**src/rtl/cv32e40p_sleep_pwr_ctrl.sv**
```systemverilog
// cv32e40p_sleep_pwr_ctrl: settle-qualified sleep and 4-phase power-down handshake with the SoC power manager
module cv32e40p_sleep_pwr_ctrl #(
    parameter int unsigned SETTLE_CYCLES = 4
) (
    input  logic       clk_ungated_i,
    input  logic       rst_i,
    input  logic       fetch_enable_i,
    input  logic       core_sleep_i,
    input  logic       irq_pending_i,
    input  logic       debug_req_i,
    output logic       pwr_req_o,
    input  logic       pwr_ack_i,
    output logic       clk_off_o,
    output logic       wake_o,
    output logic [2:0] state_o
);
    typedef enum logic [2:0] {RUN = 3'd0, SETTLE = 3'd1, REQ = 3'd2, OFF = 3'd3, WAKE = 3'd4} state_e;
    localparam logic [7:0] SC = 8'(SETTLE_CYCLES);
    state_e     state, nxt;
    logic [7:0] cnt, cnt_nxt;
    logic       wake_event, sleep_ok;
    assign wake_event = irq_pending_i | debug_req_i;
    assign sleep_ok   = fetch_enable_i & core_sleep_i & ~wake_event;
    assign state_o    = state;
    always_comb begin
        nxt     = state;
        cnt_nxt = cnt;
        case (state)
            RUN: begin
                cnt_nxt = sleep_ok ? 8'd1 : 8'd0;
                if (sleep_ok) nxt = (SC == 8'd1) ? REQ : SETTLE;
            end
            SETTLE: begin
                cnt_nxt = !sleep_ok ? 8'd0 : (cnt < SC) ? cnt + 8'd1 : cnt;
                if (!sleep_ok) nxt = RUN;
                else if (cnt + 8'd1 == SC) nxt = REQ;
            end
            // once requested, the handshake must complete before any wake is honoured
            REQ:     if (pwr_ack_i) nxt = OFF;
            OFF:     if (wake_event | ~core_sleep_i) nxt = WAKE;
            WAKE:    if (!pwr_ack_i) nxt = RUN;
            default: nxt = RUN;
        endcase
    end
    always_ff @(posedge clk_ungated_i or posedge rst_i) begin
        if (rst_i) begin
            state     <= RUN;
            cnt       <= 8'd0;
            pwr_req_o <= 1'b0;
            clk_off_o <= 1'b0;
            wake_o    <= 1'b0;
        end else begin
            state     <= nxt;
            cnt       <= cnt_nxt;
            pwr_req_o <= (nxt == REQ) || (nxt == OFF);
            clk_off_o <= nxt == OFF;
            wake_o    <= (state == WAKE) && (nxt == RUN);
        end
    end
endmodule

```
**config.mk**
```make
export PLATFORM = sky130hd
export DESIGN_NAME = cv32e40p_sleep_pwr_ctrl
export DESIGN_NICKNAME = d
export VERILOG_FILES = /design/src/rtl/cv32e40p_sleep_pwr_ctrl.sv
export SDC_FILE = /design/constraint.sdc
export NUM_CORES = 1
export LEC_CHECK = 0
export CORE_MARGIN = 5
export CORE_UTILIZATION = 52
export CTS_BUF_LIST = sky130_fd_sc_hd__clkbuf_8
export CTS_CLUSTER_DIAMETER = 60
export DETAILED_ROUTE_END_ITERATION = 12
export PLACE_DENSITY = 0.8
export SLEW_MARGIN = 20
export SYNTH_ARGS = -nofsm -noshare
export SYNTH_HDL_FRONTEND = slang
export SYNTH_SLANG_ARGS = --single-unit
export TNS_END_PERCENT = 30
```
**constraint.sdc**
```tcl
create_clock -name clk_ungated_i -period 1.6 [get_ports clk_ungated_i]
set_input_delay 0.32 -clock clk_ungated_i [delete_from_list [all_inputs] [get_ports clk_ungated_i]]
set_output_delay 0.32 -clock clk_ungated_i [all_outputs]
set_load 0.01 [all_outputs]
```
---- Word-level counts from Yosys, hierarchy flattened ----
Cells that the tools add are included.
word-level totals
  output and inout bits ................... 6
  bits in registers ....................... 14
  word-level logic and storage cells ...... 38
  input port bits ......................... 7
operators by class
  $lt $le $gt $ge ......................... 1
  add/sub/neg operators ................... 1
  multiplexer cells ....................... 11
  bitwise logic cells ..................... 6
  equality and inequality tests ........... 8
  reduce and logical (&&, ||, !) cells .... 6
operators by type and width
  operator               number
  $mux W3                6
  $mux W8                2
  $pmux W8 S2            1
  $pmux W3 S5            1
  $eq A3 B2 Y1 const B   4
  $add A8 B1 Y8 const B  1
  $eq A8 B3 Y1 const B   1
  $lt A8 B3 Y1 const B   1
  $logic_not A3 Y1       2
  $eq A3 B1 Y1 const B   1
  $eq A3 B3 Y1 const B   1
  $ne A3 B3 Y1 const B   1
  $and A1 B1 Y1          2
  $not A1 Y1             2
  $or A1 B1 Y1           2
  $reduce_and A2 Y1      1
  $reduce_bool A2 Y1     1
  $logic_and A1 B1 Y1    1
  $logic_or A1 B1 Y1     1
  $mux W1                1

---- Longest topological paths before layout ----
Gate-level depths: netlist of run 1.
  word-level depth ........................ 7
  depth in mapped cells ................... 4
  mapped depth without buffers ............ 4

---- Worst setup path after synthesis of run 1 ----
Ideal clock, no wire load.
  path kind ............................... reg-to-reg
  from .................................... register cnt[2]
  to ...................................... register cnt[0]
  clock period less this slack ............ 1.229 ns
  slack ................................... 0.371 ns
  library setup time ...................... 0.126 ns
  cell stages (with the launch flop) ...... 5
  buffers on the path ..................... 0
  data required time ...................... 1.474 ns
  data arrival time ....................... 1.103 ns
  cell sequence ........................... dfrtp_1 > nor3_4 > and2_4 > a31oi_1 > o32a_1
between the ends
  longest elaborated chain between the ends .. 3
ends and longest elaborated chain
  what                         RTL line  source
  from (decl)                  20        logic [7:0] cnt, cnt_nxt;
  from (signal assigned)       54        cnt <= cnt_nxt;
  $lt A8 B3 Y1                 34        cnt_nxt = !sleep_ok ? 8'd0 : (cnt < SC) ? cnt + 8'd1 : cnt;
  $ne A3 B3 Y1 (no line)       -
  $reduce_and A2 Y1 (no line)  -
Every way passes these cells.
A chain may end at the register's enable or synchronous reset.

---- Final worst setup path of run 1 ----
  from .................................... register state[1], in the netlist state_o[1]
  to ...................................... output state_o[1]
RTL lines
  what                    RTL line  source
  from (decl)             19        state_e state, nxt;
  from (signal assigned)  53        state <= nxt;
  to (decl)               15        output logic [2:0] state_o
No word-level cell between the ends.

==> flow_metrics.env, run 1 <==
export IMPL_syn_avg_cell_area_sq_um=11.0
export IMPL_cp_start_kind="flip-flop"
export IMPL_crit_fanout=6
export IMPL_grt_max_degree=15
export IMPL_diodes=0
export IMPL_syn_area_sq_um=683
export IMPL_htreeDepth=1
export IMPL_hp_class="in2async"
export IMPL_numCtsBuffers=3
export IMPL_cts_tree="done"
export IMPL_stdcell_count=95
export IMPL_finalPower_mw=0.737
export IMPL_coreArea_sq_um=1270
export IMPL_numClockSinks=14
export IMPL_p_leak_nw=0.401
export IMPL_grt_overflow=0
export IMPL_cpMaxStageDelayCell="clkdlybuf4s50_1"
export IMPL_endpoint_kind="primary output"
export IMPL_grt_usage_pct=15.9
export IMPL_final_common_cell="dfrtp_1"
export IMPL_cts_clk_slew_worst_paths_ns=0.06
export IMPL_reg2reg_depth=4
export IMPL_io_buffers=12
export IMPL_die_w_um=46.2
export IMPL_cp_num_buf_inv=1
export IMPL_dieArea_sq_um=2140
export IMPL_cts_hold_buf=0
export IMPL_start_util_pct=53.8
export IMPL_place_inst=91
export IMPL_r2r_end="cnt[0]"
export IMPL_post_route_min_period_ns=1.54
export IMPL_fin_nets=89
export IMPL_r2r_start="cnt[5]"
export IMPL_place_gp_congestion=0.777
export IMPL_synth_nets=70
export IMPL_setup_slack_ns=0.0581
export IMPL_synth_flop_cell="dfrtp_1"
export IMPL_mostFrequentLayoutCells="dfrtp_1 (13), clkdlybuf4s50_1 (12), nand2_1 (6), clkbuf_8 (4)"
export IMPL_status="completed"
export IMPL_row_count=13
export IMPL_synth_distinct_cells=26
export IMPL_route_detailed_drc=0
export IMPL_hold_viol_final=0
export IMPL_area_delta_synth_final_pct=30.8
export IMPL_worst_pin_slew_ns=0.502
export IMPL_vias_per_cell=5.83
export IMPL_post_route_period_util_pct=96.4
export IMPL_critPathKind="reg2out"
export IMPL_first_pass_iters=4
export IMPL_fmax_ghz=0.649
export IMPL_hpwlAfterDp_mm=1.08
export IMPL_drive_gt1_share_pct=16.3
export IMPL_tns_ns=0
export IMPL_power_density_nw_per_um2=825
export IMPL_ioPinCount=13
export IMPL_fill_cells=104
export IMPL_ys_warn_count=0
export IMPL_path_delay_family="buffers and inverters"
export IMPL_r2r_slack_ns=0.28
export IMPL_ys_async_sr_fraction_pct=100
export IMPL_antenna_found_initial=0
export IMPL_final_cell_area_sq_um=893
export IMPL_cts_setup_buffers=0
export IMPL_finalMaxSlewViolations=0
export IMPL_grt_pass1_wl_mm=2.46
export IMPL_synth_edf_count=0
export IMPL_worstSkewPairLatency_ns=0.24
export IMPL_root_buffer="clkbuf_8"
export IMPL_grt_pass1_vias=537
export IMPL_maxSlewHeadroom_pct=66.5
export IMPL_vias=554
export IMPL_setup_viol=0
export IMPL_wire_per_inst_um=15.5
export IMPL_required_ns=1.28
export IMPL_totalWireLength_mm=1.47
export IMPL_fin_skew_ns=0.00181
export IMPL_syn_inst=62
export IMPL_drt_initial_drc_count=20
export IMPL_max_cap_violations=0
export IMPL_ir_drop_v=0.000565
export IMPL_dp_slack_ns=-0.00998
export IMPL_cp_slowest_stage_delay_ns=0.56
export IMPL_rsz0062_at_grt="false"
export IMPL_crit_arrival_ns=1.22
export IMPL_ant_nets=0
export IMPL_path_cells="clkdlybuf4s50_1"
export IMPL_seq_area_frac_synth_pct=51.3
export IMPL_clk_path_buf_depth=2
export IMPL_synth_seq_cells=14
export IMPL_dieHeight_um=46.2
export IMPL_placed_area_sq_um=837
-- per-stage QoR --
stage | hold slack, ns | utilization, %
after floorplan | 0.209 | -
after global placement | 0.483 | 66.0
after detailed placement | 0.501 | 66.0
after CTS | 0.452 | 70.3
after global routing | 0.476 | 70.4
final | 0.422 | 70.4
-- cell usage after synthesis (3+ instances only) --
cell | number | area (sq um)
inv_1 | 3 | 11.3
nand2_1 | 6 | 22.5
nand3_1 | 3 | 15.0
o22ai_1 | 3 | 18.8
dfrtp_1 | 14 | 350
nor2_1 | 3 | 11.3
nand2b_1 | 3 | 18.8
nor2b_1 | 3 | 18.8
-- cell families (layout without fill, tap and decap cells) --
logic type / count (synthesis) / after routing / synth area share [%]
AO/OA/AOI/OAI: 14 / 14 / 15.8
adder cells (fa/ha/maj): 1 / 1 / 1.83
buffers and inverters: 3 / 21 / 1.65
flip-flops: 14 / 14 / 51.3
AND/OR/NAND/NOR: 30 / 30 / 29.5
-- metal layers --
layer / track usage (%) / wire length (um) / up-vias / part of all wire, %
met5: 0 / 0 / - / 0
met4: 3.98 / 8 / 0 / 0.54
met3: 2.34 / 77 / 2 / 5.2
met2: 28.6 / 779 / 19 / 53
met1: 19.7 / 605 / 271 / 41
li1: - / - / 262 / -
-- registers in the layout (all words and copies together) (netlist names) --
signal / cells
state_o: 3
pwr_req_o: 1
cnt: 8
clk_off_o: 1
wake_o: 1
-- final cells by class --
class | count | area (sq um) | area share (%)
Inverter | 3 | 11.3 | 1.26
Clock buffer | 4 | 55.1 | 6.16
Multi-Input combinational cell | 45 | 322 | 36.0
Tap cell | 15 | 18.8 | 2.10
Timing Repair Buffer | 14 | 135 | 15.1
Sequential cell | 14 | 352 | 39.4
-- power by group --
| group | switching [mW] | total (mW) | internal [mW] |
|---|---|---|---|
| combinational | 0.0198 | 0.0433 | 0.0235 |
| clock | 0.118 | 0.336 | 0.217 |
| sequential | 0.00208 | 0.358 | 0.356 |
| total | 0.140 | 0.737 | 0.596 |
-- worst max-delay path by stage --
stage / start / end / slack (ns) / cells past startpoint
2_1_floorplan: cnt[2] / cnt[0] / 0.37 / 4
3_3_place_gp: debug_req_i / cnt[1] / -0.0003 / 5
3_5_place_dp: debug_req_i / cnt[1] / -0.01 / 5
4_1_cts: state_o[2] / state_o[2] / 0.04 / 1
5_1_grt: state_o[1] / state_o[1] / 0.02 / 1
6_report: state_o[1] / state_o[1] / 0.06 / 1
-- repair_timing --
| action | CTS | global route |
|---|---|---|
| resized for setup | 0 | 1 |
| endpoints found under the setup margin | 0 | 1 |
| hold endpoints to repair | 0 | 0 |
(Power assumes the default switching activity.)
==> run 2: changes to the inputs <==
--- a/config.mk
+++ b/config.mk
@@ -5,11 +5,12 @@
 export SDC_FILE = /design/constraint.sdc
 export NUM_CORES = 1
 export LEC_CHECK = 0
-export CORE_MARGIN = 5
+export CORE_MARGIN = 8
 export CORE_UTILIZATION = 52
 export CTS_BUF_LIST = sky130_fd_sc_hd__clkbuf_8
 export CTS_CLUSTER_DIAMETER = 60
 export DETAILED_ROUTE_END_ITERATION = 12
+export GPL_ROUTABILITY_DRIVEN = 0
 export PLACE_DENSITY = 0.8
 export SLEW_MARGIN = 20
 export SYNTH_ARGS = -nofsm -noshare
==> flow_metrics.env, run 2 (synthesis results as in run 1) <==
export IMPL_status="completed"
export IMPL_drt_initial_drc_count=16
export IMPL_worstSkewPairLatency_ns=0.25
export IMPL_setup_slack_ns=0.0613
export IMPL_grt_max_degree=15
export IMPL_cpMaxStageDelayCell="clkdlybuf4s50_1"
export IMPL_max_cap_violations=0
export IMPL_row_count=13
export IMPL_grt_pass1_wl_mm=2.68
export IMPL_coreArea_sq_um=1270
export IMPL_dieArea_sq_um=2730
export IMPL_ir_drop_v=0.000595
export IMPL_crit_arrival_ns=1.22
export IMPL_totalWireLength_mm=1.51
export IMPL_vias_per_cell=5.96
export IMPL_cp_start_kind="flip-flop"
export IMPL_cp_num_buf_inv=1
export IMPL_finalMaxSlewViolations=0
export IMPL_hpwlAfterDp_mm=1.03
export IMPL_route_detailed_drc=0
export IMPL_power_density_nw_per_um2=786
export IMPL_tns_ns=0
export IMPL_utilization_pct=68.8
export IMPL_clk_path_buf_depth=2
export IMPL_setup_viol=0
export IMPL_dp_slack_ns=-0.0233
export IMPL_htreeDepth=1
export IMPL_cts_clk_slew_worst_paths_ns=0.06
export IMPL_fin_nets=88
export IMPL_io_buffers=12
export IMPL_fin_skew_ns=0.00325
export IMPL_grt_pass1_vias=581
export IMPL_numCtsBuffers=3
export IMPL_antenna_found_initial=0
export IMPL_first_pass_iters=4
export IMPL_path_delay_family="buffers and inverters"
export IMPL_path_cells="clkdlybuf4s50_1"
export IMPL_placed_area_sq_um=830
export IMPL_root_buffer="clkbuf_8"
export IMPL_die_w_um=52.2
export IMPL_start_util_pct=53.8
export IMPL_finalPower_mw=0.686
export IMPL_cp_slowest_stage_delay_ns=0.56
export IMPL_cts_tree="done"
export IMPL_grt_overflow=0
export IMPL_dieHeight_um=52.2
export IMPL_drive_gt1_share_pct=15.4
export IMPL_grt_usage_pct=13.0
export IMPL_vias=554
export IMPL_numClockSinks=14
export IMPL_wire_per_inst_um=16.3
export IMPL_maxSlewHeadroom_pct=64.5
export IMPL_rsz0062_at_grt="false"
export IMPL_largest_register="cnt"
export IMPL_largest_reg_flops=8
export IMPL_post_route_period_util_pct=96.2
export IMPL_ioPinCount=13
export IMPL_fill_cells=95
export IMPL_required_ns=1.28
export IMPL_critPathKind="reg2out"
export IMPL_endpoint_kind="primary output"
export IMPL_p_leak_nw=0.387
export IMPL_ant_nets=0
export IMPL_worst_pin_slew_ns=0.531
export IMPL_crit_fanout=6
export IMPL_final_cell_area_sq_um=873
export IMPL_hp_class="in2async"
export IMPL_hold_viol_final=0
export IMPL_cts_setup_buffers=0
export IMPL_post_route_min_period_ns=1.54
export IMPL_fmax_ghz=0.650
export IMPL_diodes=0
export IMPL_area_delta_synth_final_pct=27.8
export IMPL_mostFrequentLayoutCells="dfrtp_1 (12), clkdlybuf4s50_1 (12), nand2_1 (6)"
## run 2: cell count changes in the layout (fill, tap and decap cells not counted), sizes merged
cell / before / now
buf: 2 / 1
clkbuf: 4 / 3
## run 2: metal layers
layer | global-route usage [%] | vias to the layer above | share of wire [%]
li1 | - | 264 | -
met1 | 17.0 | 267 | 45
met2 | 18.2 | 19 | 46
met3 | 4.26 | 4 | 6.7
met4 | 7.76 | 0 | 1.7
met5 | 0 | - | 0
## run 2: path summary, 6_finish.rpt
check | start | end | slack, ns | cells past startpoint
worst max-delay path | state_o[1] | state_o[1] | 0.06 | 1
worst min-delay path | rst_i | cnt[3] | 0.41 | 2
worst max register to register | state_o[0] | state_o[0] | 0.28 | 5
worst min register to register | cnt[2] | cnt[2] | 0.56 | 2
max in group asynchronous | rst_i | state_o[2] | 0.80 | 2
min in group clk_ungated_i | cnt[2] | cnt[2] | 0.56 | 2
## run 2: timing repair
action	4_1_cts	5_1_grt
resized for setup	0	2
endpoints found under the setup margin	0	2
hold buffers	0	0
## run 2: metrics by stage
step,instances,hold slack (ns)
detailed placement,90,0.553
CTS,93,0.423
global route,93,0.479
global placement,90,0.549
finish,93,0.409
floorplan,62,0.209
## run 2: power by group
group	switching, mW	internal, mW	leakage, nW
clock network	0.119	0.167	0.0216
logic	0.0209	0.0224	0.173
registers	0.00122	0.356	0.192
## run 2: layout make-up
cell class,instances,area (sq um),area share (%)
multi-input combinational,45,322,36.8
clock buffer,3,41.3,4.73
timing repair buffer,13,128,14.6
inverter,3,11.3,1.29
tap,15,18.8,2.15
sequential,14,353,40.4
